File: config.mk
export PLATFORM = sky130hd
export DESIGN_NAME = int_to_float754
export DESIGN_NICKNAME = d
export VERILOG_FILES = /design/src/rtl/int_to_float754.sv
export SDC_FILE = /design/constraint.sdc
export NUM_CORES = 1
export LEC_CHECK = 0
export CAP_MARGIN = 20
export CORE_ASPECT_RATIO = 1.4
export CORE_MARGIN = 4
export CORE_UTILIZATION = 45
export DETAILED_ROUTE_END_ITERATION = 8
export GPL_TIMING_DRIVEN = 0
export PLACE_DENSITY = 0.8
export SYNTH_ARGS = -nofsm -noshare
export SYNTH_HDL_FRONTEND = slang
export SYNTH_SLANG_ARGS = --single-unit
File: constraint.sdc
create_clock -name clk -period 5.37 [get_ports clk]
set_clock_uncertainty 0.2 [all_clocks]
set_input_delay 0.537 -clock clk [delete_from_list [all_inputs] [get_ports clk]]
set_output_delay 0.537 -clock clk [all_outputs]
set_load 0.01 [all_outputs]
File: src/rtl/int_to_float754.sv
// int_to_float754: converts a 32-bit integer (two's complement or unsigned)
// into an IEEE-754 single-precision word. Normalization shifts one bit per
// cycle, then a single rounding cycle applies round-to-nearest-even.
module int_to_float754 #(
  parameter bit SIGNED = 1'b1
) (
  input  logic        clk,
  input  logic        rst,
  input  logic        input_valid,
  input  logic [31:0] input_int,
  output logic [31:0] output_z,
  output logic        output_valid,
  output logic        busy
);

  typedef enum logic [1:0] {
    IDLE  = 2'd0,
    NORM  = 2'd1,
    ROUND = 2'd2
  } state_t;

  state_t state;
  state_t next_state;

  logic        sign_q;
  logic [31:0] mag;
  logic [8:0]  exp_q;

  // Operand preparation at capture time: sign and absolute magnitude.
  // 0x80000000 negates to itself, which is the correct unsigned magnitude.
  logic        sign_in;
  logic [31:0] mag_in;
  logic        is_zero;

  assign sign_in = SIGNED ? input_int[31] : 1'b0;
  assign mag_in  = sign_in ? (~input_int + 32'd1) : input_int;
  assign is_zero = (input_int == 32'd0);

  // Rounding fields once the leading one has reached bit 31. The hidden
  // bit is mag[31]; mantissa, guard, round and sticky follow below it.
  logic [22:0] mant;
  logic        guard_bit;
  logic        round_bit;
  logic        sticky_bit;
  logic        round_up;
  logic [23:0] mant_sum;
  logic [7:0]  rounded_exp;

  assign mant        = mag[30:8];
  assign guard_bit   = mag[7];
  assign round_bit   = mag[6];
  assign sticky_bit  = |mag[5:0];
  assign round_up    = guard_bit & (round_bit | sticky_bit | mant[0]);
  assign mant_sum    = {1'b0, mant} + {23'd0, round_up};
  assign rounded_exp = exp_q[7:0] + {7'd0, mant_sum[23]};

  // State register with synchronous reset, so a reset aborts any conversion.
  always_ff @(posedge clk) begin
    if (rst) begin
      state <= IDLE;
    end else begin
      state <= next_state;
    end
  end

  // Next-state logic: zero inputs finish directly from IDLE.
  always_comb begin
    next_state = state;
    case (state)
      IDLE: begin
        if (input_valid && !is_zero) begin
          next_state = NORM;
        end
      end
      NORM: begin
        if (mag[31]) begin
          next_state = ROUND;
        end
      end
      ROUND: begin
        next_state = IDLE;
      end
      default: begin
        next_state = IDLE;
      end
    endcase
  end

  // Output logic: busy covers the whole normalize-and-round sequence.
  always_comb begin
    busy = (state != IDLE);
  end

  // Datapath: capture, shift-normalize, round and publish the result.
  always_ff @(posedge clk) begin
    if (rst) begin
      sign_q       <= 1'b0;
      mag          <= 32'd0;
      exp_q        <= 9'd0;
      output_z     <= 32'd0;
      output_valid <= 1'b0;
    end else begin
      output_valid <= 1'b0;
      case (state)
        IDLE: begin
          if (input_valid) begin
            sign_q <= sign_in;
            mag    <= mag_in;
            exp_q  <= 9'd158;
            if (is_zero) begin
              output_z     <= 32'd0;
              output_valid <= 1'b1;
            end
          end
        end
        NORM: begin
          if (!mag[31]) begin
            mag   <= mag << 1;
            exp_q <= exp_q - 9'd1;
          end
        end
        ROUND: begin
          output_z     <= {sign_q, rounded_exp, mant_sum[22:0]};
          output_valid <= 1'b1;
        end
        default: begin
          output_valid <= 1'b0;
        end
      endcase
    end
  end

endmodule
* Yosys cells after proc, flatten, opt, wreduce, memory -nomap -nowiden
Cells that the tools add are included.
Widths: inputs -> output; s select.
** Storage, ports and cells
- Bits of input ports :: 35
- Logic and storage cells :: 51
- Output and inout bits :: 34
- Register bits :: 77
** Cells by class
- Reductions and logical operators :: 13
- Bitwise operators :: 4
- $add $sub $neg :: 4
- Muxes and demuxes :: 16
- Equal/unequal tests :: 7
** Operators by type and width (count)
- $mux 32 :: 5
- $pmux 32 s2 :: 2
- $add 32x1->32 const B :: 1
- $logic_not 32->1 :: 1
- $not 32->32 :: 1
- $add 23x1->24 :: 1
- $mux 9 :: 2
- $pmux 9 s2 :: 1
- $ne 2x2->1 const B :: 5
- $sub 9x1->9 const B :: 1
- $add 8x1->8 :: 1
- $reduce_and 2->1 :: 3
- $reduce_and 3->1 :: 2
- $reduce_bool 2->1 :: 3
- $reduce_or 6->1 :: 1
- $mux 2 :: 2
- $pmux 2 s2 :: 1
- $eq 2x1->1 const B :: 1
- $eq 2x2->1 const B :: 1
- $logic_not 2->1 :: 1
- $mux 1 :: 2
- $or 1x1->1 :: 2
- $pmux 1 s2 :: 1
- $and 1x1->1 :: 1
- other kinds (2) :: 2

* Logic depth before layout (Yosys ltp)
Gate-level depths: netlist of the first run.
- Depth in word-level cells :: 7
- Mapped depth :: 10
- Depth with buffers taken out :: 9

* Worst setup path after synthesis of the first run
OpenSTA, ideal clock, no wires.
- Path type :: input -> register
- From :: input port input_int[19]
- To :: register mag[27]
- Library setup time :: 0.134 ns
- Required time :: 5.036 ns
- Stages :: 6
- Arrival time :: 2.331 ns
- Setup slack :: 2.705 ns
- Path buffers :: 1
- Cells stage by stage :: or4_1 > or4_4 > buf_6 > o41ai_2 > xor2_1 > o22ai_1
** On the way
- Longest elaborated chain between the ends :: 5
** Ends and longest elaborated chain
- start, declared :: line 10 : input logic [31:0] input_int,
- $not 32->32 :: line 36 : assign mag_in = sign_in ? (~input_int + 32'd1) : input_int;
- $add 32x1->32 :: line 36
- $mux 32 :: line 36
- $mux 32 :: line 106 : if (input_valid) begin
- $pmux 32 s2 :: line 104 : case (state)
- end signal, assigned :: line 108 : mag <= mag_in;
- end signal, assigned :: line 118 : mag <= mag << 1;
- end, declared :: line 26 : logic [31:0] mag;
No other way between the ends. The select of a mux whose other input is x is not followed.
A chain may end at the register's enable or synchronous reset.

* Worst setup path after layout of the first run
- From :: input port input_int[0]
- To :: register output_z[23]
** On the way
- Longest elaborated chain between the ends :: 3
** Ends and longest elaborated chain
- $logic_not 32->1 :: line 37 : assign is_zero = (input_int == 32'd0);
- $ne 2x2->1 (no line)
- $reduce_and 3->1 (no line)
- end signal, assigned :: line 123 : output_z <= {sign_q, rounded_exp, mant_sum[22:0]};
- end, declared :: line 11 : output logic [31:0] output_z,
No other way between the ends.

==> results of run 1 <==
[worst max-delay path by stage]
stage                              from           end
after global placement     input_int[0]  output_z[23]
after detailed placement   input_int[0]  output_z[23]
final                      input_int[0]  output_z[23]
after floorplan           input_int[19]       mag[27]
after CTS                  input_int[0]  output_z[23]
after global routing       input_int[0]  output_z[14]
[cell families (layout without fill, tap and decap cells)]
| family | count (synthesis) | after routing | synth area share [%] |
|---|---|---|---|
| simple gates | 167 | 167 | 21.1 |
| xor+xnor | 64 | 64 | 13.6 |
| flops | 76 | 76 | 36.8 |
| compound gates | 133 | 133 | 22.1 |
| buf+inv | 47 | 129 | 4.63 |
| mux | 1 | 1 | 0.242 |
| fa+ha+maj | 5 | 5 | 1.51 |
[flip-flops by register name, summed over array words and instances (netlist names)]
| signal | cells |
|---|---|
| state | 2 |
| output_valid | 1 |
| mag | 32 |
| exp_q | 8 |
| sign_q | 1 |
| output_z | 32 |
[where the power goes]
part           total [mW]  internal (mW)  switching (mW)
logic               0.240          0.105           0.136
clock network       0.545          0.334           0.211
registers           0.638          0.597          0.0404
[synthesized netlist by cell type (6+ instances only)]
master	instances
sky130_fd_sc_hd__a21oi_1	16
sky130_fd_sc_hd__a22oi_1	20
sky130_fd_sc_hd__clkbuf_1	33
sky130_fd_sc_hd__dfxtp_1	76
sky130_fd_sc_hd__inv_1	11
sky130_fd_sc_hd__nand2_1	49
sky130_fd_sc_hd__nand3_1	9
sky130_fd_sc_hd__nand4_1	7
sky130_fd_sc_hd__nor2_1	29
sky130_fd_sc_hd__nor3_1	20
sky130_fd_sc_hd__nor4_1	7
sky130_fd_sc_hd__o21ai_0	6
sky130_fd_sc_hd__o21ai_1	30
sky130_fd_sc_hd__o22ai_1	19
sky130_fd_sc_hd__o31ai_1	8
sky130_fd_sc_hd__o41ai_2	6
sky130_fd_sc_hd__or3_1	6
sky130_fd_sc_hd__or4_1	7
sky130_fd_sc_hd__xnor2_1	29
sky130_fd_sc_hd__xor2_1	35
[per-layer routing]
| metal | wire, um | up-vias | track usage (%) |
|---|---|---|---|
| li1 | - | 1963 | - |
| met4 | 444 | 0 | 9.40 |
| met3 | 601 | 25 | 3.80 |
| met2 | 5660 | 134 | 36.9 |
| met5 | 0 | - | 0 |
| met1 | 4510 | 1842 | 24.7 |
[cell type report]
cell class	instances	area (um^2)	area share, %
clock buffer	13	260	5.00
sequential	76	1520	29.2
buffer	36	150	2.88
inverter	11	41.3	0.793
multi-input combinational	370	2420	46.5
clock inverter	2	10.0	0.192
tap	107	134	2.57
timing repair buffer	67	671	12.9
[worst max-delay path, delay by kind of cell]
kind / cells / cell delay, ns
AOI/OAI and AO/OA: 2 / 0.66
adders and majority gates: 1 / 0.28
buffers and inverters: 3 / 0.93
and+or+nand+nor: 2 / 1.09
[per-stage QoR]
stage | std cells | power (mW) | hold WS [ns]
2_1_floorplan | 493 | 0.794 | 0.236
3_3_place_gp | 667 | 0.876 | 0.237
3_5_place_dp | 667 | 0.884 | 0.242
4_1_cts | 682 | 1.42 | 0.250
5_1_grt | 682 | 1.48 | 0.266
6_report | 682 | 1.42 | 0.245
==> results.env, run 1 <==
COREAREA_MM2=0.00898
SYNTH_CELL_TYPE_COUNT=48
POST-CTS-SETUP-BUFFERS=0
POSTSYNTHCELLCOUNT=493
NUMBER_OF_ANTENNA_VIOLATIONS_AT_THE_FIRST_CHECK_IN_GLOBAL_ROUTING=0
FLOW.AREA_GROWTH_FROM_SYNTHESIS_PCT=26.0
HOLDCRITPATHCLASS='reg2reg'
LARGEST_NET_DEGREE_AT_THE_START_OF_GLOBAL_ROUTING=12
NUMCTSBUFFERS=9
SYNTH_SEQUENTIAL_AREA_RATIO_PCT=36.8
STATUS='complete, no violations'
SETUP-TNS-FINAL_NS=0
CHIPHEIGHT_UM=121
IR_WORST_VDD_uV=253
CTS_HOLD_BUF=0
VIAS_PER_INSTANCE=5.81
CAP_VIOLATIONS=0
POSTSYNTHNETCOUNT=533
ROUTED-VIA-COUNT=3964
TIMING.REG2REG.WORST_PATH_DEPTH=10
POST_SYNTH_INSTANCE_AREA_MM2=0.00414
REGTOREGENDPOINT='output_z[30]'
SYNTH_TOP_CELL_BY_AREA='sky130_fd_sc_hd__dfxtp_1'
GRT_PASS1_WL_UM=17900
SYNTH_TOP_AREA_SHARE_PCT=36.8
CLK_TRANSITION_REPORTED_PATHS_NS=0.05
CLK-INSERTION-DELAY-LATE_NS=0.33
TRITONCTS='done'
SYNTHESIS.AREA_PER_INSTANCE_UM2=8.39
WORST_PATH_LARGEST_CELL_DELAY_NS=0.62
WIRE_PER_INST_UM=16.4
CRIT_ARRIVAL_NS=3.48
CRITPATHKIND='in2reg'
GLOBAL_ROUTE_USAGE_OVER_ALL_LAYERS_PCT=21.2
TIMING.CRITICAL_PATH.CELLS='clkdlybuf4s50_1 > inv_1 > ha_1 > or4b_2 > nor4_2 > a311oi_1 > clkbuf_1 > a22o_1'
POSTLAYOUTCELLAREA_MM2=0.00521
NUMBER_OF_GLOBAL_ROUTE_VIAS_BEFORE_REPAIR=3724
TIGHTESTPINTRANSITION_NS=0.936
PLACEMENT.SETUP.WORST_SLACK_NS=1.59
CTS_NUM_SINKS=76
TIMING.FINAL.CRIT_PERIOD_NS=3.46
MAXIMUM_FANOUT_ALONG_THE_WORST_PATH=10
CTS_H_TREE_DEPTH=3
HOLD_VIOL=0
CRITICAL_PATH.STARTPOINT_TYPE='input pin'
FMAX_GHz=0.289
HOLD_START='output_z[2]'
START_UTIL_PCT=46.1
IOPINCOUNT=69
TIMING.REG2REG.SETUP_SLACK_NS=2.18
DETAIL_ROUTE.WIRELENGTH_UM=11200
SETUP_REPAIR_AFTER_GLOBAL_ROUTING_MISSED_ITS_MARGIN='no'
WORST_SLEW_MARGIN_RELATIVE_TO_ITS_LIMIT_PCT=37.0
PERIOD_SHARE_PCT=64.5
POWER.LEAKAGE_nW=1.70
MOST-COMMON-LAYOUT-CELLS='76 x sky130_fd_sc_hd__dfxtp_1, 67 x sky130_fd_sc_hd__clkdlybuf4s50_1, 49 x sky130_fd_sc_hd__nand2_1, 35 x sky130_fd_sc_hd__clkbuf_1, 35 x sky130_fd_sc_hd__xor2_1'
ROOT_BUFFER='sky130_fd_sc_hd__clkbuf_16'
YS_ASYNC_SR_FRACTION_PCT=0
INSERTEDDIODECOUNT=0
YOSYSWARNINGS=0
DOMINANTREGCELLSYNTH='sky130_fd_sc_hd__dfxtp_1'
DPL.HPWL_UM=8730
GRT_REMAINING_OVERFLOW=0
POSTCTSRESIZEDCELLS=0
DRTANTENNAVIOLNETS=0
MIN_DELAY_PATH_DEPTH=2
HOLD_END='output_z[2]'
NUMBER_OF_ENABLE_TYPE_REGISTER_CELLS_IN_THE_SYNTHESIZED_NETLIST=0
DRT_PASS1_ITERATIONS=5
MAX_SLEW_VIOLATIONS=0
FILLER_CELL_COUNT=759
FINAL_CORE_UTIL_PCT=58.0
COUNT_OF_STANDARD_CELL_ROWS=41
SETUP_VIOLATIONS=0
CRIT_PATH_END_KIND='flip-flop'
SYNTH.AREA.TOP_CELLS='sky130_fd_sc_hd__dfxtp_1 37%, sky130_fd_sc_hd__xor2_1 7.4%, sky130_fd_sc_hd__xnor2_1 6.1%, sky130_fd_sc_hd__nand2_1 4.4%, sky130_fd_sc_hd__a22oi_1 3.6%'
ROUTE.DETAILED.DRC=0
P_PER_CELL_AREA_mW_PER_MM2=273
POSTSYNTHREGISTERBITS=76
DIE_WIDTH_UM=89.0
IO_BUFFERS=67
LAYOUT_COMMONEST_CELL='sky130_fd_sc_hd__dfxtp_1'
WORST-ENDPOINT-REQUIRED_NS=5.39
DRT-INITIAL-DRC-COUNT=246
CRITPATHSLOWESTCELL='sky130_fd_sc_hd__or4b_2'
DIE_AREA_MM2=0.0108
WORST_SLACK_NS=1.91
POST_ROUTE_CELLS_DRIVE_ABOVE_1_SHARE_PCT=5.04
CLK_PATH_BUF_DEPTH=2
RR_STARTPOINT='mag[15]'
DETAILED_PLACE.AREA_MM2=0.00494
DESIGN.FINAL.NETS=611
WEIGHTED_CONGESTION_REPORTED_AT_THE_END_OF_ROUTABILITY_DRIVEN_PLACEMENT=0.916
(Power assumes the default switching activity.)
==> run 2: changes to the inputs <==
Clock period 5.37 ns to 3.47 ns, I/O delays scaled along.
==> results of run 2 <==
The final DEF is identical to that of run 1. Status: complete, no violations.
Main changes from that run: setup slack after placement 1.59 ns -> -0.125 ns; setup slack after layout 1.91 ns -> 0.198 ns; register-to-register setup slack 2.18 ns -> 0.28 ns; total power 1.42 mW -> 2.20 mW; worst IR drop on VDD 253 uV -> 391 uV
==> run 3: changes to the inputs <==
Settings changed: CTS_CLUSTER_DIAMETER set to 200.
==> results of run 3 <==
The final DEF is identical to that of run 1. Status: complete, no violations.
Main changes from that run: setup slack after placement 1.59 ns -> -0.125 ns; setup slack after layout 1.91 ns -> 0.198 ns; register-to-register setup slack 2.18 ns -> 0.28 ns; total power 1.42 mW -> 2.20 mW; worst IR drop on VDD 253 uV -> 391 uV
